===== config.mk =====
export PLATFORM = sky130hd
export DESIGN_NAME = seq_add_sub_flat
export DESIGN_NICKNAME = d
export VERILOG_FILES = /design/src/rtl/seq_add_sub_if.sv /design/src/rtl/seq_add_sub.sv /design/src/flat_wrapper.sv
export SDC_FILE = /design/constraint.sdc
export NUM_CORES = 1
export LEC_CHECK = 0
export BUFFER_PORTS_ARGS = -buffer_cell sky130_fd_sc_hd__buf_2
export CAP_MARGIN = 10
export CORE_UTILIZATION = 30
export CTS_CLUSTER_SIZE = 8
export DETAILED_ROUTE_END_ITERATION = 12
export GPL_ROUTABILITY_DRIVEN = 0
export MAX_ROUTING_LAYER = met4
export PLACE_DENSITY_LB_ADDON = 0.2
export SLEW_MARGIN = 20
export SYNTH_ARGS = -nofsm -noshare
export SYNTH_HDL_FRONTEND = slang
export SYNTH_SLANG_ARGS = --single-unit

===== constraint.sdc =====
create_clock -name clk_i -period 8.3 [get_ports clk_i]
set_input_delay 1.245 -clock clk_i [delete_from_list [all_inputs] [get_ports clk_i]]
set_output_delay 1.245 -clock clk_i [all_outputs]
set_load 0.01 [all_outputs]

===== src/rtl/seq_add_sub_if.sv =====
// Handshake and operand/result bundle for seq_add_sub.
// The consumer side (slave) is the adder; the master drives operations in and takes results.
interface seq_add_sub_if #(
    parameter int unsigned WIDTH = 32
);
    logic             in_valid_i;
    logic             in_ready_o;
    logic [WIDTH-1:0] data_1_i;
    logic [WIDTH-1:0] data_2_i;
    logic             sub_i;
    logic             cin_i;
    logic             out_valid_o;
    logic             out_ready_i;
    logic [WIDTH-1:0] data_o;
    logic             cout_o;
    logic             overflow_o;
    logic             zero_o;

    modport slave (
        input  in_valid_i, data_1_i, data_2_i, sub_i, cin_i, out_ready_i,
        output in_ready_o, out_valid_o, data_o, cout_o, overflow_o, zero_o
    );

    modport master (
        output in_valid_i, data_1_i, data_2_i, sub_i, cin_i, out_ready_i,
        input  in_ready_o, out_valid_o, data_o, cout_o, overflow_o, zero_o
    );
endinterface


===== src/rtl/seq_add_sub.sv =====
// Multi-cycle adder/subtractor: one CHUNK-bit slice per cycle, LSB slice first,
// with a ready/valid handshake on both the operand and the result side.
module seq_add_sub #(
    parameter int unsigned WIDTH = 32,
    parameter int unsigned CHUNK = 8
) (
    input logic          clk_i,
    input logic          rst_i,
    seq_add_sub_if.slave bus
);
    localparam int unsigned N    = WIDTH / CHUNK;
    localparam int unsigned CntW = (N > 1) ? $clog2(N) : 1;

    typedef enum logic [1:0] {StIdle, StBusy, StDone} state_e;

    state_e            state_q;
    logic [WIDTH-1:0]  a_q;
    logic [WIDTH-1:0]  b_q;      // holds B' (already inverted for subtract)
    logic [WIDTH-1:0]  res_q;
    logic              carry_q;
    logic              cout_q;
    logic              ovf_q;
    logic              zero_q;
    logic [CntW-1:0]   cnt_q;

    logic [31:0]       base;
    logic [CHUNK:0]    slice_sum;
    logic [WIDTH-1:0]  res_next;

    always_comb begin
        base      = 32'(cnt_q) * CHUNK;
        slice_sum = {1'b0, a_q[base +: CHUNK]} + {1'b0, b_q[base +: CHUNK]}
                  + {{CHUNK{1'b0}}, carry_q};
        res_next  = res_q;
        res_next[base +: CHUNK] = slice_sum[CHUNK-1:0];
    end

    always_ff @(posedge clk_i) begin
        if (rst_i) begin
            state_q <= StIdle;
            a_q     <= '0;
            b_q     <= '0;
            res_q   <= '0;
            carry_q <= 1'b0;
            cout_q  <= 1'b0;
            ovf_q   <= 1'b0;
            zero_q  <= 1'b0;
            cnt_q   <= '0;
        end else begin
            unique case (state_q)
                StIdle: begin
                    if (bus.in_valid_i) begin
                        a_q     <= bus.data_1_i;
                        b_q     <= bus.sub_i ? ~bus.data_2_i : bus.data_2_i;
                        carry_q <= bus.sub_i | bus.cin_i;
                        cnt_q   <= '0;
                        state_q <= StBusy;
                    end
                end
                StBusy: begin
                    res_q   <= res_next;
                    carry_q <= slice_sum[CHUNK];
                    if (cnt_q == CntW'(N - 1)) begin
                        // Final slice: flags are taken from the completed result.
                        state_q <= StDone;
                        cout_q  <= slice_sum[CHUNK];
                        ovf_q   <= (a_q[WIDTH-1] == b_q[WIDTH-1]) &&
                                   (res_next[WIDTH-1] != a_q[WIDTH-1]);
                        zero_q  <= (res_next == '0);
                    end else begin
                        cnt_q <= cnt_q + 1'b1;
                    end
                end
                StDone: begin
                    if (bus.out_ready_i) begin
                        state_q <= StIdle;
                    end
                end
                default: state_q <= StIdle;
            endcase
        end
    end

    assign bus.in_ready_o  = (state_q == StIdle);
    assign bus.out_valid_o = (state_q == StDone);
    assign bus.data_o      = res_q;
    assign bus.cout_o      = cout_q;
    assign bus.overflow_o  = ovf_q;
    assign bus.zero_o      = zero_q;
endmodule

===== src/flat_wrapper.sv =====
// flat-port wrapper written by rule: the top's interface ports become plain ports
module seq_add_sub_flat 
#(
    parameter int unsigned WIDTH = 32,
    parameter int unsigned CHUNK = 8
)
  (clk_i, rst_i, bus_in_valid_i, bus_data_1_i, bus_data_2_i, bus_sub_i, bus_cin_i, bus_out_ready_i, bus_in_ready_o, bus_out_valid_o, bus_data_o, bus_cout_o, bus_overflow_o, bus_zero_o);
  seq_add_sub_if #(.WIDTH(WIDTH)) bus_i ();
  input logic clk_i;
  input logic rst_i;
  input wire logic [$bits(bus_i.in_valid_i)-1:0] bus_in_valid_i;
  input wire logic [$bits(bus_i.data_1_i)-1:0] bus_data_1_i;
  input wire logic [$bits(bus_i.data_2_i)-1:0] bus_data_2_i;
  input wire logic [$bits(bus_i.sub_i)-1:0] bus_sub_i;
  input wire logic [$bits(bus_i.cin_i)-1:0] bus_cin_i;
  input wire logic [$bits(bus_i.out_ready_i)-1:0] bus_out_ready_i;
  output wire logic [$bits(bus_i.in_ready_o)-1:0] bus_in_ready_o;
  output wire logic [$bits(bus_i.out_valid_o)-1:0] bus_out_valid_o;
  output wire logic [$bits(bus_i.data_o)-1:0] bus_data_o;
  output wire logic [$bits(bus_i.cout_o)-1:0] bus_cout_o;
  output wire logic [$bits(bus_i.overflow_o)-1:0] bus_overflow_o;
  output wire logic [$bits(bus_i.zero_o)-1:0] bus_zero_o;
  assign bus_i.in_valid_i = bus_in_valid_i;
  assign bus_i.data_1_i = bus_data_1_i;
  assign bus_i.data_2_i = bus_data_2_i;
  assign bus_i.sub_i = bus_sub_i;
  assign bus_i.cin_i = bus_cin_i;
  assign bus_i.out_ready_i = bus_out_ready_i;
  assign bus_in_ready_o = bus_i.in_ready_o;
  assign bus_out_valid_o = bus_i.out_valid_o;
  assign bus_data_o = bus_i.data_o;
  assign bus_cout_o = bus_i.cout_o;
  assign bus_overflow_o = bus_i.overflow_o;
  assign bus_zero_o = bus_i.zero_o;
  seq_add_sub #(.WIDTH(WIDTH), .CHUNK(CHUNK)) u_core (.clk_i(clk_i), .rst_i(rst_i), .bus(bus_i));
endmodule

==> summary.md <==
The flow ran to the end, and the final reports show no timing, DRC or antenna violations. The final hold violation count is 0. The critical path is of the flop to flop type. The residual DRC count came out at 0. The tools report the count of H-tree levels built during CTS as 3. The clock tree root driver cell was sky130_fd_sc_hd__clkbuf_16. STA classifies the critical path endpoint as a flop. Summed over all layers, the global routing overflow is 0. Counting every sink on the clock net gives 104. The run gives 0.00496 sq mm as the area of the mapped netlist.

Initial antenna violation count: 0. The logs give 1.16 mW for the total power after layout and 107 for the number of I/O pins. The detailed-router iteration count before antenna repair is 5.

The worst path uses 45.6% of the clock period. After synthesis, the share of flip-flops with an asynchronous set or reset is 0%. The number of global-route vias before repair was 3998. The count of hold-fix buffers inserted at cts was 0. The first global-routing pass estimated 21600 microns of wire. Across the whole layout, storage elements account for 0.00208 sq mm. For the via count of the routed design, the log shows 4245.

In this run the critical register-to-register path is launched from u_core.cnt_q[1]. The number of buffers added for setup after CTS was 0; the fraction of final layout cells with drive strength greater than 1 was 23.2%. In this run the worst path has a maximum fanout of 10. The run gives 727 as the number of nets in the final layout. The post-cts repair resize count is 0, and the final-report setup violation count is 0. Measured against its own limit, the worst slew margin works out to 26.7%. The delay of the slowest cell on the worst path was 630 ps; the number of fillers in the final layout was 1693.

The run gives 0 ps as the total negative slack for setup checks. The net count after synthesis is 641. Counting flops with a built-in enable in the synthesized netlist gives 0. The depth of the most critical reg-to-reg path was 9.

The worst path required time came out at 8590 ps. The fmax was 264 MHz. The logs give 51 for the number of different library cells in the post-synthesis netlist and 2.39 nW for the reported leakage power.

After clock tree synthesis, the clock-pin slew on the worst setup and hold paths is 70 ps. At the pin with the least slew margin, the transition time is 1100 ps. The register bit total from synthesis was 104. For this block, the routed nets add up to 13700 microns of wire.

The number of placement rows is 46. The die area was 0.0171 sq mm; the worst setup skew after layout was 7.49 ps. The total area inside the core boundary comes to 0.0160 sq mm. Hold timing on the final database bottoms out at a slack of 453 ps.

The worst setup path is launched from a flop. For this configuration, the core starts out at a cell density of 31.0%. The cell with the biggest individual delay on the critical path is sky130_fd_sc_hd__dfxtp_1.

Input and output buffers added on the ports amount to 106. The tools report the pin count of the biggest net entering global routing as 105. Class of the worst hold path: flop to flop.

TritonCTS built the clock tree. The CTS buffer count was 9; the number of instances in the synthesized netlist was 556. Proportion of netlist area held by the largest area contributor: 42.0%. The multi-input combinational cells in the finished layout cover a total of 0.00270 sq mm. Dividing the detail-routed via count by the number of cells gives 4.92. The number of max-slew violations in the final report came out at 0. Data on the critical path arrives at its endpoint at 4080 ps. The end of the worst register-to-register path is u_core.bus.zero_o. Sequential cells were found to cover 42.0% of the synthesized design area. The average instance in the mapped netlist occupies 8.92 sq um. The signal on the critical path passes through mux4_2 > fa_1 > fa_1 > a21o_2 > a221oi_2 > xnor2_1 > a211o_1 > a222oi_1 > a31o_1. The tools report the critical path capture point as u_core.bus.zero_o. Setup repair after global routing left no endpoint under its margin. The number of antenna diodes in the final layout is 0.

In this design, the critical path's most frequently occurring cell is sky130_fd_sc_hd__fa_1. The minimum clock period after layout was 3780 ps; the max-capacitance violation count was 0. Leading register cell type out of synthesis: sky130_fd_sc_hd__dfxtp_1.

The power density over the cells is 196 mW/mm^2. Summed over all instances, the cell type with the most area after synthesis is sky130_fd_sc_hd__dfxtp_1. Across all register-to-register paths, the minimum setup slack is 4520 ps.

The growth of design area from synthesis to finish came out at 19.7%. The x dimension of the die is 131 microns. IR analysis of the VDD net gives a maximum drop of 0.111 mV. In this run the worst setup path begins at u_core.cnt_q[1]. The half-perimeter wire length after detailed placement is 10300 microns. The detail route stage leaves a number of antenna-violating nets equal to 0. The tools report the total global-route track usage as 17.3%.

The tools report the violation count after the first detailed-route iteration as 258. The logs give 350 ps for the clock latency reported for the late side of the worst-skew pair and 2 for the buffer depth of the longest clock path. By area the synthesized netlist is led by sky130_fd_sc_hd__dfxtp_1, sky130_fd_sc_hd__mux4_2, sky130_fd_sc_hd__nand2_1. The Yosys warning count is 0.

Height of the die: 131 microns. Final routed wire length divided by cell count: 15.9 microns.
-- worst min-delay path by stage --
| stage | slack [ps] | cells past startpoint | from | end |
|---|---|---|---|---|
| 2_1_floorplan | 430 | 2 | u_core.a_q[16] | u_core.a_q[16] |
| 3_3_place_gp | 450 | 2 | u_core.a_q[10] | u_core.a_q[10] |
| 3_5_place_dp | 450 | 2 | u_core.a_q[24] | u_core.a_q[24] |
| 4_1_cts | 460 | 2 | u_core.a_q[24] | u_core.a_q[24] |
| 5_1_grt | 470 | 2 | u_core.a_q[16] | u_core.a_q[16] |
| 6_report | 450 | 2 | u_core.a_q[24] | u_core.a_q[24] |
-- cell usage after synthesis (all sizes together), types with 3 or more instances --
| library cell | number |
|---|---|
| mux4 | 16 |
| nand4bb | 3 |
| dfxtp | 104 |
| o21ai | 8 |
| clkbuf | 30 |
| a21oi | 44 |
| a211oi | 33 |
| nand2 | 80 |
| nand2b | 5 |
| nor2 | 79 |
| ha | 13 |
| a31oi | 3 |
| a22oi | 31 |
| a21o | 3 |
| nor3 | 3 |
| xnor2 | 34 |
| inv | 12 |
| nand3 | 3 |
| buf | 5 |
| nor4 | 6 |
| a2111oi | 3 |
| nand4 | 3 |
-- sequential cells by signal, indices dropped and copies added, names as in the netlist --
signal / count
u_core.b_q: 32
u_core.bus.data_o: 32
u_core.bus.overflow_o: 1
u_core.a_q: 32
u_core.carry_q: 1
u_core.state_q: 2
u_core.bus.cout_o: 1
u_core.cnt_q: 2
u_core.bus.zero_o: 1
-- through the flow --
step           worst slack (ps)  util [%]  std cells  instance area, sq um
2_1_floorplan              4510         -        556                  4960
3_3_place_gp               4660      35.4        847                  5660
3_5_place_dp               4550      35.4        847                  5660
4_1_cts                    4490      37.1        862                  5930
5_1_grt                    4320      37.1        862                  5930
6_report                   4520      37.1        862                  5930
-- final cells by class --
type                            instances  share of cell area (%)
Multi-Input combinational cell        405                    45.5
Sequential cell                       104                    35.1
Timing Repair Buffer                  110                    9.49
Tap cell                              216                    4.55
Clock buffer                           11                    4.09
Inverter                               12                   0.759
Clock inverter                          4                   0.506
-- placed cells by master (no fill, tap or decap), types with 2 or more instances in the layout --
master                        n
sky130_fd_sc_hd__buf_2      105
sky130_fd_sc_hd__dfxtp_1    104
sky130_fd_sc_hd__nor2_1      79
sky130_fd_sc_hd__nand2_1     79
sky130_fd_sc_hd__a21oi_1     44
sky130_fd_sc_hd__xnor2_1     34
sky130_fd_sc_hd__a211oi_1    33
sky130_fd_sc_hd__a22oi_1     31
sky130_fd_sc_hd__mux4_2      16
sky130_fd_sc_hd__ha_1        13
sky130_fd_sc_hd__inv_1       12
sky130_fd_sc_hd__clkbuf_16    9
sky130_fd_sc_hd__o21ai_0      8
sky130_fd_sc_hd__nor4_1       6
sky130_fd_sc_hd__nand2b_1     5
sky130_fd_sc_hd__buf_4        5
sky130_fd_sc_hd__nand4bb_1    3
sky130_fd_sc_hd__nand3_1      3
sky130_fd_sc_hd__nand4_1      3
sky130_fd_sc_hd__nor3_1       3
sky130_fd_sc_hd__a31oi_1      3
sky130_fd_sc_hd__a2111oi_0    3
sky130_fd_sc_hd__nor2b_1      2
sky130_fd_sc_hd__a21o_2       2
sky130_fd_sc_hd__a21boi_0     2
sky130_fd_sc_hd__a2bb2oi_1    2
sky130_fd_sc_hd__nor3b_1      2
sky130_fd_sc_hd__mux2i_1      2
sky130_fd_sc_hd__nand3b_1     2
sky130_fd_sc_hd__o22ai_1      2
sky130_fd_sc_hd__fa_1         2
-- metal layers --
layer | vias to the layer above | track usage (%) | wire length, microns
met1 | 1983 | 22.6 | 6480
met3 | 8 | 4.28 | 721
met2 | 105 | 26.6 | 6390
li1 | 2149 | - | -
met4 | 0 | 4.60 | 151
met5 | - | - | 0
-- power by group --
group / internal (mW) / total (mW) / switching, mW
sequential: 0.527 / 0.549 / 0.0212
clock: 0.211 / 0.394 / 0.183
combinational: 0.0906 / 0.221 / 0.130
-- worst max-delay path: cells and delay by family (launching register included) --
kind	cells	cell delay (ps)
flops	1	630
compound gates	5	1380
mux	1	590
fa+ha+maj	2	870
xor+xnor	1	260
-- cells by family after synthesis --
kind of cell / after synthesis / share of synthesized area, %
XOR/XNOR: 35 / 6.18
multiplexers: 19 / 7.90
AND/OR/NAND/NOR: 196 / 17.2
flip-flops: 104 / 42.0
buffers and inverters: 47 / 3.63
AO/OA/AOI/OAI: 140 / 19.0
adder cells (fa/ha/maj): 15 / 4.09
Note: power is estimated with default switching activity, not from simulation.
